`src/rtl/seq_divide_pkg.sv`:
```
// Shared definitions for the sequential restoring divider: FSM encoding,
// counter sizing helper and result-flag bit positions.
package seq_divide_pkg;

  typedef enum logic [1:0] {
    ST_IDLE = 2'd0,
    ST_CALC = 2'd1,
    ST_FIX  = 2'd2
  } state_t;

  localparam int FLAG_DZ   = 0;
  localparam int FLAG_OV   = 1;
  localparam int NUM_FLAGS = 2;

  // Bits needed to hold any value in 0..value-1.
  function automatic int clog2(input int value);
    int result;
    result = 0;
    for (int v = value - 1; v > 0; v = v >> 1) begin
      result++;
    end
    return result;
  endfunction

endpackage

```
`src/rtl/seq_divide_if.sv`:
```
// Operand/result bundle of the divider: start/ready/done handshake plus
// operands, sign controls, results and status flags.
interface seq_divide_if #(
  parameter int width_n = 8,
  parameter int width_d = 8
);
  logic               start;
  logic [width_n-1:0] numer;
  logic [width_d-1:0] denom;
  logic               signn;
  logic               signd;
  logic               ready;
  logic               done;
  logic [width_n-1:0] quotient;
  logic [width_d-1:0] remain;
  logic               div_by_zero;
  logic               overflow;

  modport master (
    output start, numer, denom, signn, signd,
    input  ready, done, quotient, remain, div_by_zero, overflow
  );

  modport slave (
    input  start, numer, denom, signn, signd,
    output ready, done, quotient, remain, div_by_zero, overflow
  );
endinterface

```
`src/rtl/seq_divide_step.sv`:
```
// One restoring-division iteration: shift a numerator bit into the partial
// remainder and subtract the divisor when it fits.
module seq_divide_step #(
  parameter int width_d = 8
) (
  input  logic [width_d:0]   i_partial,
  input  logic [width_d-1:0] i_divisor,
  input  logic               i_bit,
  output logic [width_d:0]   o_partial,
  output logic               o_qbit
);
  logic [width_d:0] w_trial;
  logic [width_d:0] w_divisor;

  // The incoming partial is always below the divisor, so the shift never loses a set bit.
  always_comb begin
    w_trial   = (i_partial << 1) | {{width_d{1'b0}}, i_bit};
    w_divisor = {1'b0, i_divisor};
    o_qbit    = (w_trial >= w_divisor);
    o_partial = o_qbit ? (w_trial - w_divisor) : w_trial;
  end
endmodule

```
`src/rtl/seq_divide.sv`:
```
// Iterative radix-2 restoring divider, signed or unsigned per operand,
// width_n+2 enabled cycles per operation.
module seq_divide
  import seq_divide_pkg::*;
#(
  parameter int width_n = 8,
  parameter int width_d = 8
) (
  input  logic clock0,
  input  logic aclr0,
  input  logic ena0,
  seq_divide_if.slave bus
);
  localparam int CNT_W = clog2(width_n + 1);

  state_t               r_state;
  logic [CNT_W-1:0]     r_count;
  logic [width_n-1:0]   r_shift;
  logic [width_d-1:0]   r_den_mag;
  logic [width_d:0]     r_partial;
  logic                 r_neg_q;
  logic                 r_neg_r;
  logic [width_d-1:0]   r_numer_raw;
  logic [NUM_FLAGS-1:0] r_pend;
  logic [NUM_FLAGS-1:0] r_flags;
  logic                 r_ready;
  logic                 r_done;
  logic [width_n-1:0]   r_quotient;
  logic [width_d-1:0]   r_remain;

  logic                 w_numer_neg;
  logic                 w_denom_neg;
  logic [width_n-1:0]   w_numer_mag;
  logic [width_d-1:0]   w_denom_mag;
  logic                 w_is_ovf;
  logic [width_d:0]     w_step_partial;
  logic                 w_qbit;
  logic [width_d:0]     w_rem_fix;

  assign w_numer_neg = bus.signn & bus.numer[width_n-1];
  assign w_denom_neg = bus.signd & bus.denom[width_d-1];
  assign w_numer_mag = w_numer_neg ? -bus.numer : bus.numer;
  assign w_denom_mag = w_denom_neg ? -bus.denom : bus.denom;
  assign w_is_ovf    = bus.signn & bus.signd
                     & (bus.numer == {1'b1, {(width_n-1){1'b0}}})
                     & (bus.denom == {width_d{1'b1}});
  assign w_rem_fix   = r_neg_r ? -r_partial : r_partial;

  seq_divide_step #(.width_d(width_d)) u_step (
    .i_partial (r_partial),
    .i_divisor (r_den_mag),
    .i_bit     (r_shift[width_n-1]),
    .o_partial (w_step_partial),
    .o_qbit    (w_qbit)
  );

  always_ff @(posedge clock0 or posedge aclr0) begin
    if (aclr0) begin
      r_state     <= ST_IDLE;
      r_count     <= '0;
      r_shift     <= '0;
      r_den_mag   <= '0;
      r_partial   <= '0;
      r_neg_q     <= 1'b0;
      r_neg_r     <= 1'b0;
      r_numer_raw <= '0;
      r_pend      <= '0;
      r_flags     <= '0;
      r_ready     <= 1'b1;
      r_done      <= 1'b0;
      r_quotient  <= '0;
      r_remain    <= '0;
    end else if (ena0) begin
      case (r_state)
        ST_IDLE: begin
          r_done <= 1'b0;
          if (bus.start) begin
            r_shift             <= w_numer_mag;
            r_den_mag           <= w_denom_mag;
            r_partial           <= '0;
            r_neg_q             <= w_numer_neg ^ w_denom_neg;
            r_neg_r             <= w_numer_neg;
            r_numer_raw         <= width_d'(bus.numer);
            r_pend[FLAG_DZ]     <= (bus.denom == '0);
            r_pend[FLAG_OV]     <= w_is_ovf;
            r_count             <= CNT_W'(width_n);
            r_ready             <= 1'b0;
            r_state             <= ST_CALC;
          end
        end
        ST_CALC: begin
          // Quotient bits fill the numerator shift register from the bottom.
          r_partial <= w_step_partial;
          r_shift   <= {r_shift[width_n-2:0], w_qbit};
          r_count   <= r_count - CNT_W'(1);
          if (r_count == CNT_W'(1)) begin
            r_state <= ST_FIX;
          end
        end
        ST_FIX: begin
          if (r_pend[FLAG_DZ]) begin
            r_quotient <= '1;
            r_remain   <= r_numer_raw;
          end else begin
            r_quotient <= r_neg_q ? -r_shift : r_shift;
            r_remain   <= width_d'(w_rem_fix);
          end
          r_flags <= r_pend;
          r_done  <= 1'b1;
          r_ready <= 1'b1;
          r_state <= ST_IDLE;
        end
        default: begin
          r_state <= ST_IDLE;
        end
      endcase
    end
  end

  assign bus.ready       = r_ready;
  assign bus.done        = r_done;
  assign bus.quotient    = r_quotient;
  assign bus.remain      = r_remain;
  assign bus.div_by_zero = r_flags[FLAG_DZ];
  assign bus.overflow    = r_flags[FLAG_OV];
endmodule
```
`src/flat_wrapper.sv`:
```
// flat-port wrapper written by rule: the top's interface ports become plain ports
module seq_divide_flat import seq_divide_pkg::*;
#(
  parameter int width_n = 8,
  parameter int width_d = 8
)
  (clock0, aclr0, ena0, bus_start, bus_numer, bus_denom, bus_signn, bus_signd, bus_ready, bus_done, bus_quotient, bus_remain, bus_div_by_zero, bus_overflow);
  seq_divide_if #(.width_n(width_n), .width_d(width_d)) bus_i ();
  input  logic clock0;
  input  logic aclr0;
  input  logic ena0;
  input wire logic [$bits(bus_i.start)-1:0] bus_start;
  input wire logic [$bits(bus_i.numer)-1:0] bus_numer;
  input wire logic [$bits(bus_i.denom)-1:0] bus_denom;
  input wire logic [$bits(bus_i.signn)-1:0] bus_signn;
  input wire logic [$bits(bus_i.signd)-1:0] bus_signd;
  output wire logic [$bits(bus_i.ready)-1:0] bus_ready;
  output wire logic [$bits(bus_i.done)-1:0] bus_done;
  output wire logic [$bits(bus_i.quotient)-1:0] bus_quotient;
  output wire logic [$bits(bus_i.remain)-1:0] bus_remain;
  output wire logic [$bits(bus_i.div_by_zero)-1:0] bus_div_by_zero;
  output wire logic [$bits(bus_i.overflow)-1:0] bus_overflow;
  assign bus_i.start = bus_start;
  assign bus_i.numer = bus_numer;
  assign bus_i.denom = bus_denom;
  assign bus_i.signn = bus_signn;
  assign bus_i.signd = bus_signd;
  assign bus_ready = bus_i.ready;
  assign bus_done = bus_i.done;
  assign bus_quotient = bus_i.quotient;
  assign bus_remain = bus_i.remain;
  assign bus_div_by_zero = bus_i.div_by_zero;
  assign bus_overflow = bus_i.overflow;
  seq_divide #(.width_n(width_n), .width_d(width_d)) u_core (.clock0(clock0), .aclr0(aclr0), .ena0(ena0), .bus(bus_i));
endmodule
```
`config.mk`:
```
export PLATFORM = sky130hd
export DESIGN_NAME = seq_divide_flat
export DESIGN_NICKNAME = d
export VERILOG_FILES = /design/src/rtl/seq_divide_pkg.sv /design/src/rtl/seq_divide_if.sv /design/src/rtl/seq_divide_step.sv /design/src/rtl/seq_divide.sv /design/src/flat_wrapper.sv
export SDC_FILE = /design/constraint.sdc
export NUM_CORES = 1
export LEC_CHECK = 0
export BUFFER_PORTS_ARGS = -buffer_cell sky130_fd_sc_hd__buf_2
export CAP_MARGIN = 20
export CORE_MARGIN = 2
export CORE_UTILIZATION = 38
export DETAILED_ROUTE_END_ITERATION = 10
export GPL_TIMING_DRIVEN = 1
export PLACE_DENSITY = 0.62
export SKIP_CTS_REPAIR_TIMING = 1
export SYNTH_ARGS = -nofsm -noshare
export SYNTH_HDL_FRONTEND = slang
export SYNTH_SLANG_ARGS = --single-unit
```
`constraint.sdc`:
```
create_clock -name clock0 -period 4.23 [get_ports clock0]
set_input_delay 0.2115 -clock clock0 [delete_from_list [all_inputs] [get_ports clock0]]
set_output_delay 0.2115 -clock clock0 [all_outputs]
set_load 0.01 [all_outputs]
```
---- Word-level counts from Yosys, hierarchy flattened ----
Index checks and enable logic that the tools add are counted.
word-level totals
  logic and storage cells ................. 64
  output and inout bits ................... 20
  flip-flop bits (word level) ............. 62
  input port bits ......................... 22
operators by class
  $lt $le $gt $ge ......................... 1
  equality and inequality tests ........... 7
  $add $sub $neg .......................... 6
  mux-type cells .......................... 19
  bitwise logic cells ..................... 7
  reductions and logical operators ........ 10
operator list
  kind                 count
  $mux 8               9
  $neg 8->8            4
  $pmux 8 s2           2
  $eq 8x8->1 const B   2
  $reduce_and 3->1     4
  $ge 9x8->1           1
  $or 9x1->9           1
  $logic_not 8->1      1
  $pmux 4 s2           1
  $sub 8x8->8          1
  $and 1x1->1          5
  $eq 4x1->1 const B   1
  $mux 2               2
  $mux 4               1
  $pmux 1 s2           2
  $pmux 2 s2           1
  $reduce_and 2->1     2
  $reduce_bool 2->1    2
  $sub 4x1->4 const B  1
  $eq 2x1->1 const B   1
  $eq 2x2->1 const B   1
  $logic_not 2->1      1
  $ne 2x1->1 const B   1
  $ne 2x2->1 const B   1
  other kinds (2)      2

---- Logic depth before layout (Yosys ltp) ----
  depth after elaboration ................. 4
  mapped depth ............................ 9
  mapped depth without buffers ............ 9

---- Cells and area by module ----
A second synthesis with hierarchy kept.
unflattened totals
  cell total of the unflattened synthesis .. 426
  area total of the unflattened synthesis .. 3762.4 µm²
modules (own cells, without submodules)
  module           sequential area each (µm²)  area each (µm²)  cells each  instances
  seq_divide       1577.8                      3215.6           350         1
  seq_divide_step  0.0                         546.8            76          1

---- Worst setup path before layout ----
OpenSTA, ideal clock, no wires.
  path kind ............................... reg2reg
  start point ............................. register u_core.r_shift[7]
  end point ............................... register u_core.r_partial[6]
  library setup time ...................... 0.131 ns
  required time ........................... 4.099 ns
  arrival time ............................ 1.890 ns
  slack ................................... 2.210 ns
  path buffers ............................ 0
  cell stages (with the launch flop) ...... 10
  period minus slack after synthesis ...... 2.020 ns
  cells stage by stage .................... dfrtp_1 inv_1 ha_1 inv_1 fa_1 a21o_1 a221o_1 a21oi_1 xor2_1 o21ai_0
on the way
  cells in the longest elaborated chain, start to end .. 4
  elaborated cells on any way between the ends .. 5
  classes of those cells .................. add/sub: 1; order compare: 1; mux: 2; bitwise: 1
ends and longest elaborated chain
  element                                    line                                          RTL
  start, declared                            seq_divide.sv:18                              logic [width_n-1:0] r_shift;
  start signal, assigned                     seq_divide.sv:78                              r_shift <= w_numer_mag;
  start signal, assigned                     seq_divide.sv:94                              r_shift <= {r_shift[width_n-2:0], w_qbit};
  $or 9x1->9 *                               seq_divide_step.sv:17                         w_trial = (i_partial << 1) | {{width_d{1'b0}}, i_bit};
  $sub 8x8->8 or $ge 9x8->1 (tied branches)  seq_divide_step.sv:20, seq_divide_step.sv:19
  $mux 8 *                                   seq_divide_step.sv:20                         o_partial = o_qbit ? (w_trial - w_divisor) : w_trial;
  $pmux 8 s2 *                               seq_divide.sv:74                              case (r_state)
  end signal, assigned                       seq_divide.sv:93                              r_partial <= w_step_partial;
  end, declared                              seq_divide.sv:20                              logic [width_d:0] r_partial;
Mark *: on every way between the ends. The rest lies on a longest branch, timed or not.
A chain may end at the register's enable or synchronous reset.

---- Worst setup path after layout ----
  start point ............................. register u_core.r_partial[5]
  end point ............................... register u_core.r_partial[0]
on the way
  cells in the longest elaborated chain, start to end .. 4
ends and longest elaborated chain
  element     line                   RTL
  $or 9x1->9  seq_divide_step.sv:17
  $ge 9x8->1  seq_divide_step.sv:19  o_qbit = (w_trial >= w_divisor);
  $mux 8      seq_divide_step.sv:20
  $pmux 8 s2  seq_divide.sv:74
Every way passes these cells.

==> flow_summary.yaml <==
min_path:
  holdCritPathClass: "in -> reg"
floorplanning:
  floorplan.die.height_um: 101
  core-area_um2: 9150
  die_x_um: 101
  die-area_um2: 10100
  initial_utilization: 0.387
  io_pins: 42
  rows: 35
finish:
  count_of_nets_after_finishing: 481
  multi_input_comb_area_um2: 1830
  layout-area-overhead-vs-synth_pct: 15.9
  layout.cells.most_common: "sky130_fd_sc_hd__nand2_1"
  post-route-util: 0.448
  antenna_cells: 0
  layout.cells.most_common_list: "75 x sky130_fd_sc_hd__nand2_1, 61 x sky130_fd_sc_hd__dfrtp_1, 52 x sky130_fd_sc_hd__o21ai_0"
  final_layout_size_suffix_gt1_frac: 0.158
  final-seq-area_um2: 1550
  n_fill_cell: 933
drt:
  detail-route-antenna-nets: 0
  routed_wire_length_per_instance_um: 14.1
  routed-via-count: 2892
  initial_drc_count: 134
  detail_route.first_pass.iterations: 6
  route.final.wire_length_mm: 7.90
  remaining_drc_errors: 0
  post_drt_via_cell_ratio: 5.17
worst_setup_path:
  crit_path_required_time_ns: 4.46
  crit_path_end: "u_core.r_partial[0]"
  cp.arrival_ns: 2.63
  critPathMaxFanout: 7
  critical_path.cell_chain: "ha_1 > a21oi_1 > o221ai_1 > a31oi_1 > buf_4 > mux2i_1 > a22o_2"
  crit_start: "u_core.r_partial[5]"
  crit_buf_inv: 1
  timing.rr.start: "u_core.r_partial[5]"
  cp_slowest_stage_delay_ns: 0.46
  critical_path_depth: 7
  worstRegToRegCells: 7
  rrSetupSlack_ns: 1.83
  start_kind: "register"
  timing_worst_setup_path_type: "reg -> reg"
  critical-path-slowest-cell: "sky130_fd_sc_hd__dfrtp_1"
  critical-path-top-delay-family: "compound AO/OA/AOI/OAI gates"
  worstReg2RegEnd: "u_core.r_partial[0]"
  worstSetupEndpointType: "register"
placed_design:
  io_buffers: 41
  post-dp-hpwl_mm: 5.95
  place_congestion: 0.856
logic_synthesis:
  post_synth_inst_count: 400
  synth_async_sr_flop_share: 1.00
  syn_avg_cell_area_um2: 8.85
  synthesis.nets: 438
  synthesis.yosys.warnings: 0
  synthFlopType: "sky130_fd_sc_hd__dfrtp_1"
  synth_cell_types: 48
  seq_area_frac_synth: 0.439
  number_of_register_bits_inferred_by_synthesis: 62
  post_synth_instance_area_um2: 3540
  synth_edf_count: 0
clock_network:
  htreeDepth: 3
  number_of_sinks_driven_by_the_clock_tree: 62
  clk_path_buf_depth: 2
  inserted_clock_buffers: 9
  cts_tree: "yes"
  clock_insertion_delay_worst_skew_ns: 0.34
  cts_root_buf: "sky130_fd_sc_hd__clkbuf_8"
  cts.clk_slew.worst_paths_ns: 0.07
timing:
  fin_tns_setup_ns: 0
  clock.fmax_ghz: 0.417
  worstMarginPinSlew_ns: 0.911
  final_period_minus_worst_setup_slack_ns: 2.40
  fin_skew_ns: 0.00838
  min_period_over_period: 0.567
  slew_headroom: 0.391
  hold_viol_final: 0
  timing.final.max_slew_violations: 0
  setup_viol: 0
  grt_setup_unrepaired: "no"
  hold_worst_slack_ns: 0.108
flow_run:
  drv_cap: 0
global_routing:
  wire_length_of_the_first_global_routing_pass_mm: 13.5
  globalRoute.totalOverflow: 0
  grt_max_degree: 38
  antenna_violations_before_repair: 0
  globalRouteTotalUtil: 0.170
  grt_pass1_vias: 2761
outcome:
  run_status: "complete, no violations"
pwr:
  total_leakage_power_nw: 1.91
  vdd_ir_drop_max_mv: 0.323
  power_per_cell_area_nw_per_um2: 739
==> worst min-delay path by stage <==
stage / start / end / cells after the start / slack, ns
3_5_place_dp: aclr0 / u_core.r_state[0] / 2 / 0.32
5_1_grt: bus_denom[7] / u_core.r_pend[0] / 2 / 0.10
2_1_floorplan: bus_numer[6] / u_core.r_pend[1] / 1 / 0.31
3_3_place_gp: aclr0 / u_core.r_state[0] / 2 / 0.30
6_report: bus_denom[7] / u_core.r_pend[0] / 2 / 0.11
4_1_cts: aclr0 / u_core.r_state[0] / 2 / -0.06
==> Yosys cell counts, drive strengths merged, types with 6 or more instances <==
| cell type | count | area [µm²] |
|---|---|---|
| ha | 15 | 188 |
| xnor2 | 22 | 193 |
| mux2i | 14 | 140 |
| clkbuf | 14 | 56.3 |
| o41ai | 7 | 68.8 |
| o21ai | 53 | 265 |
| inv | 26 | 97.6 |
| nor2 | 24 | 90.1 |
| a21oi | 19 | 95.1 |
| dfrtp | 61 | 1530 |
| nand2 | 75 | 282 |
| xor2 | 6 | 52.6 |
==> metal layers <==
| metal | part of all wire | vias up | track usage | wire length, µm |
|---|---|---|---|---|
| li1 | - | 1461 | - | - |
| met1 | 0.48 | 1346 | 0.230 | 3780 |
| met2 | 0.46 | 74 | 0.271 | 3660 |
| met3 | 0.043 | 11 | 0.0354 | 342 |
| met4 | 0.015 | 0 | 0.0569 | 116 |
| met5 | 0 | - | 0 | 0 |
==> area by class of cell <==
| type | count | area share |
|---|---|---|
| clock inverter | 6 | 0.0210 |
| clock buffer | 10 | 0.0311 |
| multi-input combinational | 297 | 0.445 |
| sequential | 62 | 0.379 |
| inverter | 26 | 0.0238 |
| timing repair buffer | 47 | 0.0665 |
| tap | 111 | 0.0339 |
==> state kept, by name, indices dropped and copies added (netlist names) <==
register,count
u_core.bus.done,1
u_core.bus.quotient,8
u_core.bus.ready,1
u_core.bus.remain,8
u_core.r_count,4
u_core.r_den_mag,8
u_core.r_flags,2
u_core.r_neg_q,1
u_core.r_neg_r,1
u_core.r_numer_raw,8
u_core.r_partial,8
u_core.r_pend,2
u_core.r_shift,8
u_core.r_state,2
==> report_power, final <==
| part | internal (mW) | switching (mW) |
|---|---|---|
| Sequential | 0.823 | 0.225 |
| Combinational | 0.646 | 0.770 |
| Clock | 0.331 | 0.235 |
| Total | 1.80 | 1.23 |
==> kinds of logic after synthesis <==
family,after synthesis,share of synthesized area
compound gates,103,0.174
xor+xnor,28,0.0693
mux,16,0.0460
buf+inv,41,0.0456
fa+ha+maj,16,0.0587
simple gates,134,0.168
flops,62,0.439
==> through the flow <==
stage          total power, mW  cell area (µm²)  setup WS [ns]  std cells
2_1_floorplan             2.12             3540           2.21        400
3_3_place_gp              2.41             3840           1.68        540
3_5_place_dp              2.47             3840           1.59        540
4_1_cts                   3.04             4060           1.57        556
5_1_grt                   3.32             4100           1.63        559
6_report                  3.03             4100           1.83        559
Power figures use the tool's default switching activity.
